[config.mk]
export PLATFORM = sky130hd
export DESIGN_NAME = bicubic_weight_pipe_flat
export DESIGN_NICKNAME = d
export VERILOG_FILES = /design/src/rtl/bicubic_weight_pipe_if.sv /design/src/rtl/bicubic_weight_pipe.sv /design/src/flat_wrapper.sv
export SDC_FILE = /design/constraint.sdc
export NUM_CORES = 1
export LEC_CHECK = 0
export BUFFER_PORTS_ARGS = -buffer_cell sky130_fd_sc_hd__buf_2
export CORE_ASPECT_RATIO = 1.75
export CORE_MARGIN = 8
export CORE_UTILIZATION = 59
export CTS_CLUSTER_DIAMETER = 80
export DETAILED_ROUTE_END_ITERATION = 16
export PLACE_DENSITY = 0.85
export SYNTH_ARGS = -nofsm -noshare
export SYNTH_HDL_FRONTEND = slang
export SYNTH_SLANG_ARGS = --single-unit
[constraint.sdc]
create_clock -name clk -period 5.5 [get_ports clk]
set_input_delay 1.375 -clock clk [delete_from_list [all_inputs] [get_ports clk]]
set_output_delay 1.375 -clock clk [all_outputs]
set_load 0.05 [all_outputs]
[src/rtl/bicubic_weight_pipe_if.sv]
// Tap-set input and weighted-result output bundle for bicubic_weight_pipe.
// master drives taps and out_ready; slave is the weighting unit.
interface bicubic_weight_pipe_if #(
  parameter int PIX_W  = 8,
  parameter int FRAC_W = 7
);
  localparam int IN_W  = PIX_W + FRAC_W;
  localparam int SUM_W = IN_W + 2;

  logic                    in_valid;
  logic                    in_ready;
  logic [1:0]              phase;
  logic [IN_W-1:0]         in_0;
  logic [IN_W-1:0]         in_1;
  logic [IN_W-1:0]         in_2;
  logic [IN_W-1:0]         in_3;
  logic                    out_valid;
  logic                    out_ready;
  logic signed [SUM_W-1:0] weight_sum;
  logic [PIX_W-1:0]        pix_out;

  modport master (
    output in_valid, phase, in_0, in_1, in_2, in_3, out_ready,
    input  in_ready, out_valid, weight_sum, pix_out
  );

  modport slave (
    input  in_valid, phase, in_0, in_1, in_2, in_3, out_ready,
    output in_ready, out_valid, weight_sum, pix_out
  );
endinterface

[src/rtl/bicubic_weight_pipe.sv]
// Four-stage Keys (a = -0.5) 4-tap weighting pipe: lookup, multiply, sum/round,
// then pixel round and clamp. One global enable stalls every stage together.
module bicubic_weight_pipe #(
  parameter int PIX_W  = 8,
  parameter int FRAC_W = 7
) (
  input  logic                 clk,
  input  logic                 rst,
  bicubic_weight_pipe_if.slave bus
);
  localparam int IN_W   = PIX_W + FRAC_W;
  localparam int SUM_W  = IN_W + 2;
  localparam int PROD_W = IN_W + 10;
  localparam int ACC_W  = IN_W + 12;
  localparam int HALF   = 1 << (FRAC_W - 1);
  localparam logic signed [SUM_W:0] PIX_MAX = (SUM_W+1)'((1 << PIX_W) - 1);

  // Rows indexed by phase, columns by tap p[-1]..p[2]; every row sums to 128.
  localparam logic signed [8:0] COEF [4][4] = '{
    '{ 9'sd0,   9'sd128, 9'sd0,   9'sd0  },
    '{-9'sd9,   9'sd111, 9'sd29, -9'sd3  },
    '{-9'sd8,   9'sd72,  9'sd72, -9'sd8  },
    '{-9'sd3,   9'sd29,  9'sd111,-9'sd9  }
  };

  logic                     en;
  logic [IN_W-1:0]          tap_in [4];

  logic                     v1_q, v1_d, v2_q, v2_d, v3_q, v3_d, v4_q, v4_d;
  logic [IN_W-1:0]          tap1_q [4];
  logic [IN_W-1:0]          tap1_d [4];
  logic signed [8:0]        coef1_q [4];
  logic signed [8:0]        coef1_d [4];
  logic signed [PROD_W-1:0] prod_w [4];
  logic signed [PROD_W-1:0] prod2_q [4];
  logic signed [PROD_W-1:0] prod2_d [4];
  logic signed [ACC_W-1:0]  acc_w;
  logic signed [ACC_W-1:0]  acc_rnd_w;
  logic signed [SUM_W-1:0]  ws3_q, ws3_d, ws4_q, ws4_d;
  logic signed [SUM_W:0]    r_sum_w;
  logic signed [SUM_W:0]    r_w;
  logic [PIX_W-1:0]         pix4_q, pix4_d;

  assign tap_in[0] = bus.in_0;
  assign tap_in[1] = bus.in_1;
  assign tap_in[2] = bus.in_2;
  assign tap_in[3] = bus.in_3;

  // Taps are unsigned; a zero MSB makes them positive before the signed multiply.
  for (genvar gi = 0; gi < 4; gi++) begin : g_mul
    assign prod_w[gi] = PROD_W'($signed({1'b0, tap1_q[gi]})) * PROD_W'(coef1_q[gi]);
  end

  always_comb begin
    acc_w     = ACC_W'(prod2_q[0]) + ACC_W'(prod2_q[1]) + ACC_W'(prod2_q[2]) + ACC_W'(prod2_q[3]);
    acc_rnd_w = acc_w + ACC_W'(64);
    r_sum_w   = (SUM_W+1)'(ws3_q) + (SUM_W+1)'(HALF);
    r_w       = r_sum_w >>> FRAC_W;
  end

  always_comb begin
    en      = bus.out_ready || !v4_q;
    v1_d    = v1_q;
    v2_d    = v2_q;
    v3_d    = v3_q;
    v4_d    = v4_q;
    tap1_d  = tap1_q;
    coef1_d = coef1_q;
    prod2_d = prod2_q;
    ws3_d   = ws3_q;
    ws4_d   = ws4_q;
    pix4_d  = pix4_q;
    if (en) begin
      v1_d = bus.in_valid;
      v2_d = v1_q;
      v3_d = v2_q;
      v4_d = v3_q;
      if (bus.in_valid) begin
        for (int i = 0; i < 4; i++) begin
          tap1_d[i]  = tap_in[i];
          coef1_d[i] = COEF[bus.phase][i];
        end
      end
      prod2_d = prod_w;
      ws3_d   = SUM_W'(acc_rnd_w >>> 7);
      ws4_d   = ws3_q;
      if (r_w < 0)
        pix4_d = '0;
      else if (r_w > PIX_MAX)
        pix4_d = PIX_MAX[PIX_W-1:0];
      else
        pix4_d = r_w[PIX_W-1:0];
    end
  end

  always_ff @(posedge clk) begin
    if (rst) begin
      v1_q    <= 1'b0;
      v2_q    <= 1'b0;
      v3_q    <= 1'b0;
      v4_q    <= 1'b0;
      tap1_q  <= '{default: '0};
      coef1_q <= '{default: '0};
      prod2_q <= '{default: '0};
      ws3_q   <= '0;
      ws4_q   <= '0;
      pix4_q  <= '0;
    end else begin
      v1_q    <= v1_d;
      v2_q    <= v2_d;
      v3_q    <= v3_d;
      v4_q    <= v4_d;
      tap1_q  <= tap1_d;
      coef1_q <= coef1_d;
      prod2_q <= prod2_d;
      ws3_q   <= ws3_d;
      ws4_q   <= ws4_d;
      pix4_q  <= pix4_d;
    end
  end

  assign bus.in_ready   = en;
  assign bus.out_valid  = v4_q;
  assign bus.weight_sum = ws4_q;
  assign bus.pix_out    = pix4_q;
endmodule
[src/flat_wrapper.sv]
// flat-port wrapper written by rule: the top's interface ports become plain ports
module bicubic_weight_pipe_flat 
#(
  parameter int PIX_W  = 8,
  parameter int FRAC_W = 7
)
  (clk, rst, bus_in_valid, bus_phase, bus_in_0, bus_in_1, bus_in_2, bus_in_3, bus_out_ready, bus_in_ready, bus_out_valid, bus_weight_sum, bus_pix_out);
  bicubic_weight_pipe_if #(.PIX_W(PIX_W), .FRAC_W(FRAC_W)) bus_i ();
  input  logic clk;
  input  logic rst;
  input wire logic [$bits(bus_i.in_valid)-1:0] bus_in_valid;
  input wire logic [$bits(bus_i.phase)-1:0] bus_phase;
  input wire logic [$bits(bus_i.in_0)-1:0] bus_in_0;
  input wire logic [$bits(bus_i.in_1)-1:0] bus_in_1;
  input wire logic [$bits(bus_i.in_2)-1:0] bus_in_2;
  input wire logic [$bits(bus_i.in_3)-1:0] bus_in_3;
  input wire logic [$bits(bus_i.out_ready)-1:0] bus_out_ready;
  output wire logic [$bits(bus_i.in_ready)-1:0] bus_in_ready;
  output wire logic [$bits(bus_i.out_valid)-1:0] bus_out_valid;
  output wire logic [$bits(bus_i.weight_sum)-1:0] bus_weight_sum;
  output wire logic [$bits(bus_i.pix_out)-1:0] bus_pix_out;
  assign bus_i.in_valid = bus_in_valid;
  assign bus_i.phase = bus_phase;
  assign bus_i.in_0 = bus_in_0;
  assign bus_i.in_1 = bus_in_1;
  assign bus_i.in_2 = bus_in_2;
  assign bus_i.in_3 = bus_in_3;
  assign bus_i.out_ready = bus_out_ready;
  assign bus_in_ready = bus_i.in_ready;
  assign bus_out_valid = bus_i.out_valid;
  assign bus_weight_sum = bus_i.weight_sum;
  assign bus_pix_out = bus_i.pix_out;
  bicubic_weight_pipe #(.PIX_W(PIX_W), .FRAC_W(FRAC_W)) u_core (.clk(clk), .rst(rst), .bus(bus_i));
endmodule
==> results of run 1 <==
-- worst max path at each step --
stage,from,to
3_3_place_gp,u_core.coef1_q[2],u_core.prod2_q[98]
3_5_place_dp,u_core.coef1_q[2],u_core.prod2_q[98]
2_1_floorplan,u_core.coef1_q[2],u_core.prod2_q[98]
5_1_grt,u_core.coef1_q[30],u_core.prod2_q[98]
4_1_cts,u_core.coef1_q[2],u_core.prod2_q[20]
6_report,u_core.coef1_q[2],u_core.prod2_q[20]
-- where the power goes --
group          internal [mW]  switching [mW]  leakage [nW]
clock                  0.856           0.712         0.358
sequential              1.69           0.199          1.71
combinational          0.797            1.20          11.8
-- flip-flops by register name, indices dropped and copies added, names as in the netlist --
name	cells
u_core.bus.out_valid	1
u_core.bus.pix_out	8
u_core.bus.weight_sum	17
u_core.coef1_q	7
u_core.prod2_q	95
u_core.tap1_q	60
u_core.v1_q	1
u_core.v2_q	1
u_core.v3_q	1
u_core.ws3_q	17
-- worst register-to-register path, stage by stage (launching register included) --
cell                       delay [ns]
sky130_fd_sc_hd__dfxtp_2         0.37
sky130_fd_sc_hd__buf_8           0.23
sky130_fd_sc_hd__and2_1          0.26
sky130_fd_sc_hd__fa_1            0.45
sky130_fd_sc_hd__fa_1            0.51
sky130_fd_sc_hd__inv_1           0.06
sky130_fd_sc_hd__fa_1            0.53
sky130_fd_sc_hd__inv_1           0.05
sky130_fd_sc_hd__fa_1            0.38
sky130_fd_sc_hd__fa_1            0.41
sky130_fd_sc_hd__ha_1            0.26
sky130_fd_sc_hd__or3_1           0.41
sky130_fd_sc_hd__nor3_2          0.17
sky130_fd_sc_hd__a211oi_1        0.12
sky130_fd_sc_hd__or2_2           0.33
sky130_fd_sc_hd__o41ai_2         0.26
sky130_fd_sc_hd__xor2_1          0.23
sky130_fd_sc_hd__o21ai_0         0.09
-- per-layer routing --
metal	up-vias	track usage [%]
li1	8940	-
met1	9507	26.9
met2	670	47.0
met3	243	3.29
met4	0	17.4
met5	-	0
-- cell usage after synthesis, types with 2 or more instances --
cell type	count	area share (%)
sky130_fd_sc_hd__nor4_1	3	0.077
sky130_fd_sc_hd__a31oi_1	8	0.21
sky130_fd_sc_hd__nor2b_1	7	0.18
sky130_fd_sc_hd__nor2_1	95	1.5
sky130_fd_sc_hd__o31ai_1	7	0.22
sky130_fd_sc_hd__nor4b_1	6	0.22
sky130_fd_sc_hd__xor2_1	30	1.1
sky130_fd_sc_hd__a31o_2	3	0.11
sky130_fd_sc_hd__buf_1	15	0.23
sky130_fd_sc_hd__nand2b_1	11	0.28
sky130_fd_sc_hd__xnor2_1	58	2.1
sky130_fd_sc_hd__a211o_1	6	0.22
sky130_fd_sc_hd__o22ai_1	4	0.10
sky130_fd_sc_hd__fa_1	356	29
sky130_fd_sc_hd__dfxtp_1	208	17
sky130_fd_sc_hd__o21ai_0	59	1.2
sky130_fd_sc_hd__a41oi_1	2	0.072
sky130_fd_sc_hd__o2111ai_1	2	0.072
sky130_fd_sc_hd__o21bai_1	10	0.31
sky130_fd_sc_hd__a21o_1	40	1.2
sky130_fd_sc_hd__a21oi_1	239	4.9
sky130_fd_sc_hd__a211oi_1	21	0.65
sky130_fd_sc_hd__nor3b_1	6	0.18
sky130_fd_sc_hd__nand2_1	434	6.7
sky130_fd_sc_hd__a21boi_0	4	0.12
sky130_fd_sc_hd__and3_1	12	0.31
sky130_fd_sc_hd__o41ai_1	4	0.14
sky130_fd_sc_hd__nor3_1	26	0.53
sky130_fd_sc_hd__o211ai_1	3	0.092
sky130_fd_sc_hd__clkbuf_1	102	1.6
sky130_fd_sc_hd__and2_1	217	5.6
sky130_fd_sc_hd__or3_1	10	0.26
sky130_fd_sc_hd__mux2i_1	5	0.21
sky130_fd_sc_hd__nand3_1	39	0.80
sky130_fd_sc_hd__or4_1	4	0.12
sky130_fd_sc_hd__o21a_1	14	0.43
sky130_fd_sc_hd__ha_1	288	15
sky130_fd_sc_hd__or2_2	2	0.051
sky130_fd_sc_hd__a2bb2oi_1	2	0.072
sky130_fd_sc_hd__nand4_1	5	0.13
sky130_fd_sc_hd__o21ai_1	2	0.041
sky130_fd_sc_hd__inv_1	375	5.8
sky130_fd_sc_hd__nand3b_1	3	0.092
-- cell type report --
class | count | area [um^2] | share of cell area [%]
multi-input cells | 2067 | 18500 | 70.1
flip-flops and latches | 208 | 4170 | 15.8
inverters | 375 | 1410 | 5.36
repair buffers | 135 | 851 | 3.23
well taps | 550 | 688 | 2.61
clock buffers | 29 | 659 | 2.50
clock inverters | 10 | 83.8 | 0.318
-- timing repair --
| action | CTS | global route |
|---|---|---|
| setup endpoints to repair | 2 | 19 |
| hold buffers | 0 | 0 |
| setup buffers | 1 | 0 |
| gates resized for setup | 2 | 21 |
| pin swaps | 1 | 4 |
-- logic make-up (layout without fill, tap and decap cells) --
kind of cell / Yosys count / after routing / share of synthesized area (%)
and+or+nand+nor: 884 / 884 / 17.1
adders and majority gates: 645 / 645 / 44.1
buffers and inverters: 492 / 549 / 7.58
AOI/OAI and AO/OA: 445 / 445 / 10.8
DFF: 208 / 208 / 17.1
xor gates and xnor gates: 88 / 88 / 3.16
muxes: 5 / 5 / 0.205
-- metrics by stage --
step	setup WS (ns)	instance area, um^2	utilization, %	hold WS (ns)
CTS	0.0317	26200	64.3	0.424
detailed placement	0.00144	25500	62.4	0.443
global route	0.000875	26300	64.5	0.448
finish	0.199	26300	64.5	0.434
floorplan	0.00822	24400	-	0.427
global placement	0.179	25500	62.4	0.436
==> summary.json, run 1 <==
{
  "placed_design": {
    "place_congestion": 0.949,
    "place_inst": 3334,
    "place.detailed.hpwl_um": 48900,
    "place.port_buffers": 92
  },
  "floorplan": {
    "floorplan.die.height_um": 285,
    "chipWidth_um": 170,
    "floorplan.core_area_mm2": 0.0408,
    "design.die.area_mm2": 0.0483,
    "fp-row-count": 98,
    "initial_core_utilization_pct": 59.7,
    "boundaryPins": 93
  },
  "critical_path": {
    "worst-path-buf-inv": 3,
    "critical_path_peak_fanout": 32,
    "source_of_the_worst_register_to_register_timing_path": "u_core.coef1_q[2]",
    "worst_ep_required_time_ns": 5.91,
    "critPathCaptureType": "register",
    "critPathSlowestCell": "sky130_fd_sc_hd__fa_1",
    "cpPeakStageDelay_ns": 0.53,
    "reg2reg_setup_slack_ns": 0.20,
    "crit-reg2reg-capture": "u_core.prod2_q[20]",
    "criticalPathCategory": "reg2reg",
    "critical-path-top-cell-by-count": "sky130_fd_sc_hd__fa_1",
    "timing.critical_path.from_type": "register",
    "worst_path_dominant_cell_family": "adder cells",
    "timing.critical_path.cells": "buf_8, and2_1, fa_1, fa_1, inv_1, fa_1, inv_1, fa_1, fa_1, ha_1, or3_1, nor3_2, a211oi_1, or2_2, o41ai_2, xor2_1, o21ai_0",
    "cp_data_arrival_time_ns": 5.71,
    "cp.depth": 17,
    "timing.reg2reg.worst_path_depth": 17
  },
  "detailed_routing": {
    "vias_after_detailed_routing": 19400,
    "m1WireLength_um": 21700,
    "drc_violation_total_after_the_first_tritonroute_iteration": 1422,
    "routed-wl-met2_um": 32400,
    "dr_wl_met3_um": 2900,
    "drt_pass1_iterations": 8,
    "route.top_layer_used": "met4",
    "routed_wl_um": 61600,
    "drtAntennaViolNets": 0,
    "post-route-drc-count": 0,
    "routed_wire_length_per_instance_um": 18.2,
    "via_per_inst": 5.74
  },
  "run": {
    "max_cap_violations": 0
  },
  "sta": {
    "min_period_ns": 5.30,
    "rsz0062_at_grt": "false",
    "min_period_over_period_pct": 96.4,
    "slew_violations": 0,
    "max_freq_mhz": 189,
    "worst_clock_skew_ns": 0.0440,
    "worst_slew_margin_rel_pct": 25.2,
    "worst-slew-pin-transition_ns": 1.12,
    "finalSetupViolCount": 0,
    "hold_viol_final": 0,
    "final.setup.tns_ns": 0
  },
  "power_and_ir_drop": {
    "peakVddDrop_mv": 0.253,
    "power_density_mw_per_mm2": 207,
    "power.leakage_nw": 13.9,
    "total_power_mw": 5.45
  },
  "synth": {
    "yosys_most_used_dff": "sky130_fd_sc_hd__dfxtp_1",
    "asyncSetResetFlopFracSynth_pct": 0,
    "synth_warnings": 0,
    "synth-seq-cells": 208,
    "syn-mean-instance-area_um2": 8.81,
    "number_of_enable_type_register_cells_in_the_synthesized_netlist": 0,
    "yosys.cell_types.count": 63,
    "netlist_instances": 2767,
    "syn-cell-area_mm2": 0.0244,
    "postSynthNetCount": 3477,
    "seq_area_frac_synth_pct": 17.1
  },
  "final_layout": {
    "synthToLayoutAreaGrowth_pct": 8.01,
    "num_antenna_cells": 0,
    "finalNonFillerCells": 3374,
    "layout_commonest_cell": "sky130_fd_sc_hd__nand2_1",
    "final_net_count": 3521,
    "final.fill_count": 3294,
    "final_cell_mix": "sky130_fd_sc_hd__nand2_1, sky130_fd_sc_hd__inv_1, sky130_fd_sc_hd__fa_1, sky130_fd_sc_hd__ha_1, sky130_fd_sc_hd__a21oi_1",
    "layout-drive-gt1-share_pct": 7.22
  },
  "global_route": {
    "number_of_antenna_violations_at_the_first_check_in_global_routing": 0,
    "global_route_wire_length_before_repair_um": 100000,
    "grt-ovfl-total": 0,
    "gr-usage-all-layers_pct": 25.7,
    "grt_pass1_vias": 20700,
    "grt_max_degree": 103
  },
  "clock_network": {
    "ctsLongestPathBuffers": 3,
    "clock_latency_late_sink_ns": 0.58,
    "tritoncts": "built",
    "clock_sink_count": 208,
    "h_tree_depth": 1,
    "ctsRootBufferMaster": "sky130_fd_sc_hd__clkbuf_16",
    "clkTransAtPathRegs_ns": 0.06,
    "cts_inserted_buffers": 24
  },
  "outcome": {
    "outcome": "completed"
  },
  "worst_hold_path": {
    "worstHoldPathCells": 2,
    "min-delay-start": "u_core.ws3_q[2]",
    "hold-path-endpoint": "u_core.bus.weight_sum[2]",
    "worstHoldPathType": "reg2reg"
  }
}
No activity file was read; power rests on OpenSTA's default activity.
==> inputs of run 2 (changes only) <==
Settings changed: CORE_UTILIZATION 59 to 65, GPL_ROUTABILITY_DRIVEN set to 0, PLACE_DENSITY 0.85 to 0.88.
Clock period 5.5 ns to 5.7 ns, I/O delays scaled along.
==> summary.json, run 2 (synthesis results as in run 1) <==
{
  "critical_path": {
    "critPathCaptureType": "register",
    "criticalPathCategory": "reg2reg",
    "critical_path_peak_fanout": 45,
    "worst_ep_required_time_ns": 6.17,
    "timing.critical_path.from_type": "register",
    "cp_data_arrival_time_ns": 5.94
  },
  "detailed_routing": {
    "vias_after_detailed_routing": 19400,
    "post-route-drc-count": 0,
    "routed_wl_um": 60300,
    "drc_violation_total_after_the_first_tritonroute_iteration": 1257,
    "routed_wire_length_per_instance_um": 18.3,
    "drtAntennaViolNets": 0,
    "via_per_inst": 5.91,
    "drt_pass1_iterations": 6
  },
  "final_layout": {
    "num_antenna_cells": 0,
    "largest-register": "u_core.prod2_q",
    "layout-drive-gt1-share_pct": 6.34,
    "final_net_count": 3503,
    "largest_register_ffs": 95,
    "synthToLayoutAreaGrowth_pct": 6.82,
    "layout_commonest_cell": "sky130_fd_sc_hd__nand2_1",
    "final_cell_mix": "sky130_fd_sc_hd__nand2_1, sky130_fd_sc_hd__inv_1, sky130_fd_sc_hd__fa_1, sky130_fd_sc_hd__ha_1, sky130_fd_sc_hd__a21oi_1",
    "final.fill_count": 2638,
    "design_area_mm2": 0.0260,
    "top_regs": "u_core.prod2_q (95), u_core.tap1_q (60)"
  },
  "sta": {
    "worst_clock_skew_ns": 0.0315,
    "worst_slew_margin_rel_pct": 37.9,
    "min_period_over_period_pct": 95.9,
    "finalWorstSetupSlack_ns": 0.233,
    "max_freq_mhz": 183,
    "slew_violations": 0,
    "hold_viol_final": 0,
    "finalSetupViolCount": 0,
    "min_period_ns": 5.47,
    "worst-slew-pin-transition_ns": 0.932,
    "rsz0062_at_grt": "false"
  },
  "clock_network": {
    "cts_inserted_buffers": 22,
    "tritoncts": "built",
    "clock_latency_late_sink_ns": 0.56,
    "ctsRootBufferMaster": "sky130_fd_sc_hd__clkbuf_16",
    "h_tree_depth": 1,
    "clkTransAtPathRegs_ns": 0.07,
    "clock_sink_count": 208,
    "cts_hold_repair.buffers": 0,
    "ctsLongestPathBuffers": 3
  },
  "global_route": {
    "gr-usage-all-layers_pct": 27.7,
    "number_of_antenna_violations_at_the_first_check_in_global_routing": 1,
    "grt_pass1_vias": 20900,
    "grt_max_degree": 91,
    "global_route_wire_length_before_repair_um": 99600,
    "grt-ovfl-total": 0
  },
  "placed_design": {
    "place.port_buffers": 92,
    "placed_cell_area_mm2": 0.0252,
    "detailedPlace.worstSlack_ns": -0.156,
    "place.detailed.hpwl_um": 48300
  },
  "outcome": {
    "outcome": "completed"
  },
  "power_and_ir_drop": {
    "power.leakage_nw": 13.8,
    "power_density_mw_per_mm2": 202,
    "peakVddDrop_mv": 0.254
  },
  "floorplan": {
    "floorplan.die.height_um": 272,
    "fp-row-count": 94,
    "floorplan.core_area_mm2": 0.0373,
    "design.die.area_mm2": 0.0442,
    "boundaryPins": 93,
    "initial_core_utilization_pct": 65.4,
    "chipWidth_um": 162
  },
  "run": {
    "max_cap_violations": 0
  },
  "worst_hold_path": {
    "worstHoldPathType": "reg2reg"
  }
}
-- run 2: worst paths after layout --
check	startpoint	to	slack [ns]	depth (start not counted)
setup / recovery	u_core.coef1_q[2]	u_core.prod2_q[19]	0.23	19
hold / removal	u_core.bus.weight_sum[6]	u_core.bus.weight_sum[6]	0.44	2
setup reg to reg	u_core.coef1_q[2]	u_core.prod2_q[19]	0.23	19
hold reg to reg	u_core.bus.weight_sum[6]	u_core.bus.weight_sum[6]	0.44	2
-- run 2: timing repair --
item                       4_1_cts  5_1_grt
setup endpoints to repair        6       21
setup buffers                    0        1
gates resized for setup          2       10
gates cloned                     0        0
-- run 2: worst max-delay path, stage by stage (launching register included) --
cell and delay (ns):
sky130_fd_sc_hd__dfxtp_4 0.46, sky130_fd_sc_hd__buf_12 0.26, sky130_fd_sc_hd__and2_1 0.24, sky130_fd_sc_hd__fa_1 0.46
sky130_fd_sc_hd__fa_1 0.49, sky130_fd_sc_hd__ha_1 0.29, sky130_fd_sc_hd__inv_1 0.04, sky130_fd_sc_hd__fa_1 0.48
sky130_fd_sc_hd__inv_1 0.06, sky130_fd_sc_hd__ha_1 0.27, sky130_fd_sc_hd__ha_1 0.22, sky130_fd_sc_hd__fa_1 0.47
sky130_fd_sc_hd__a21o_1 0.18, sky130_fd_sc_hd__a21o_1 0.21, sky130_fd_sc_hd__a21oi_1 0.27, sky130_fd_sc_hd__o21ai_0 0.20
sky130_fd_sc_hd__o41ai_1 0.34, sky130_fd_sc_hd__xnor2_1 0.17, sky130_fd_sc_hd__nand2_1 0.07, sky130_fd_sc_hd__a21oi_1 0.17
-- run 2: stage by stage --
stage / TNS (ns) / hold WS, ns / power (mW) / cells / util, %
CTS: 0 / 0.448 / 5.26 / 3287 / 69.7
finish: 0 / 0.444 / 5.26 / 3288 / 69.8
global placement: 0 / 0.436 / 3.61 / 3248 / 67.7
floorplan: 0 / 0.427 / 3.17 / 2767 / -
detailed placement: -0.447 / 0.441 / 3.70 / 3248 / 67.7
global route: 0 / 0.463 / 5.57 / 3288 / 69.8
-- run 2: layout make-up --
cell class                 instances  area (um^2)  share of cell area (%)
clock buffer                      26          586                    2.25
clock inverter                    13          181                   0.697
inverter                         375         1410                    5.41
multi-input combinational       2067        18400                    70.6
sequential                       208         4170                    16.0
tap                              480          601                    2.31
timing repair buffer             119          702                    2.70
-- run 2: power breakdown --
group,switching [mW],leakage [nW],internal (mW)
clock network,0.653,0.370,0.882
registers,0.204,1.71,1.63
logic,1.13,11.7,0.758
total,1.98,13.8,3.27
-- run 2: per-layer routing --
layer	GRT usage, %	share of wire (%)	up-vias
met3	3.64	5.2	286
met4	19.4	7.7	0
met5	0	0	-
li1	-	-	8917
met2	49.7	52	690
met1	29.4	35	9534
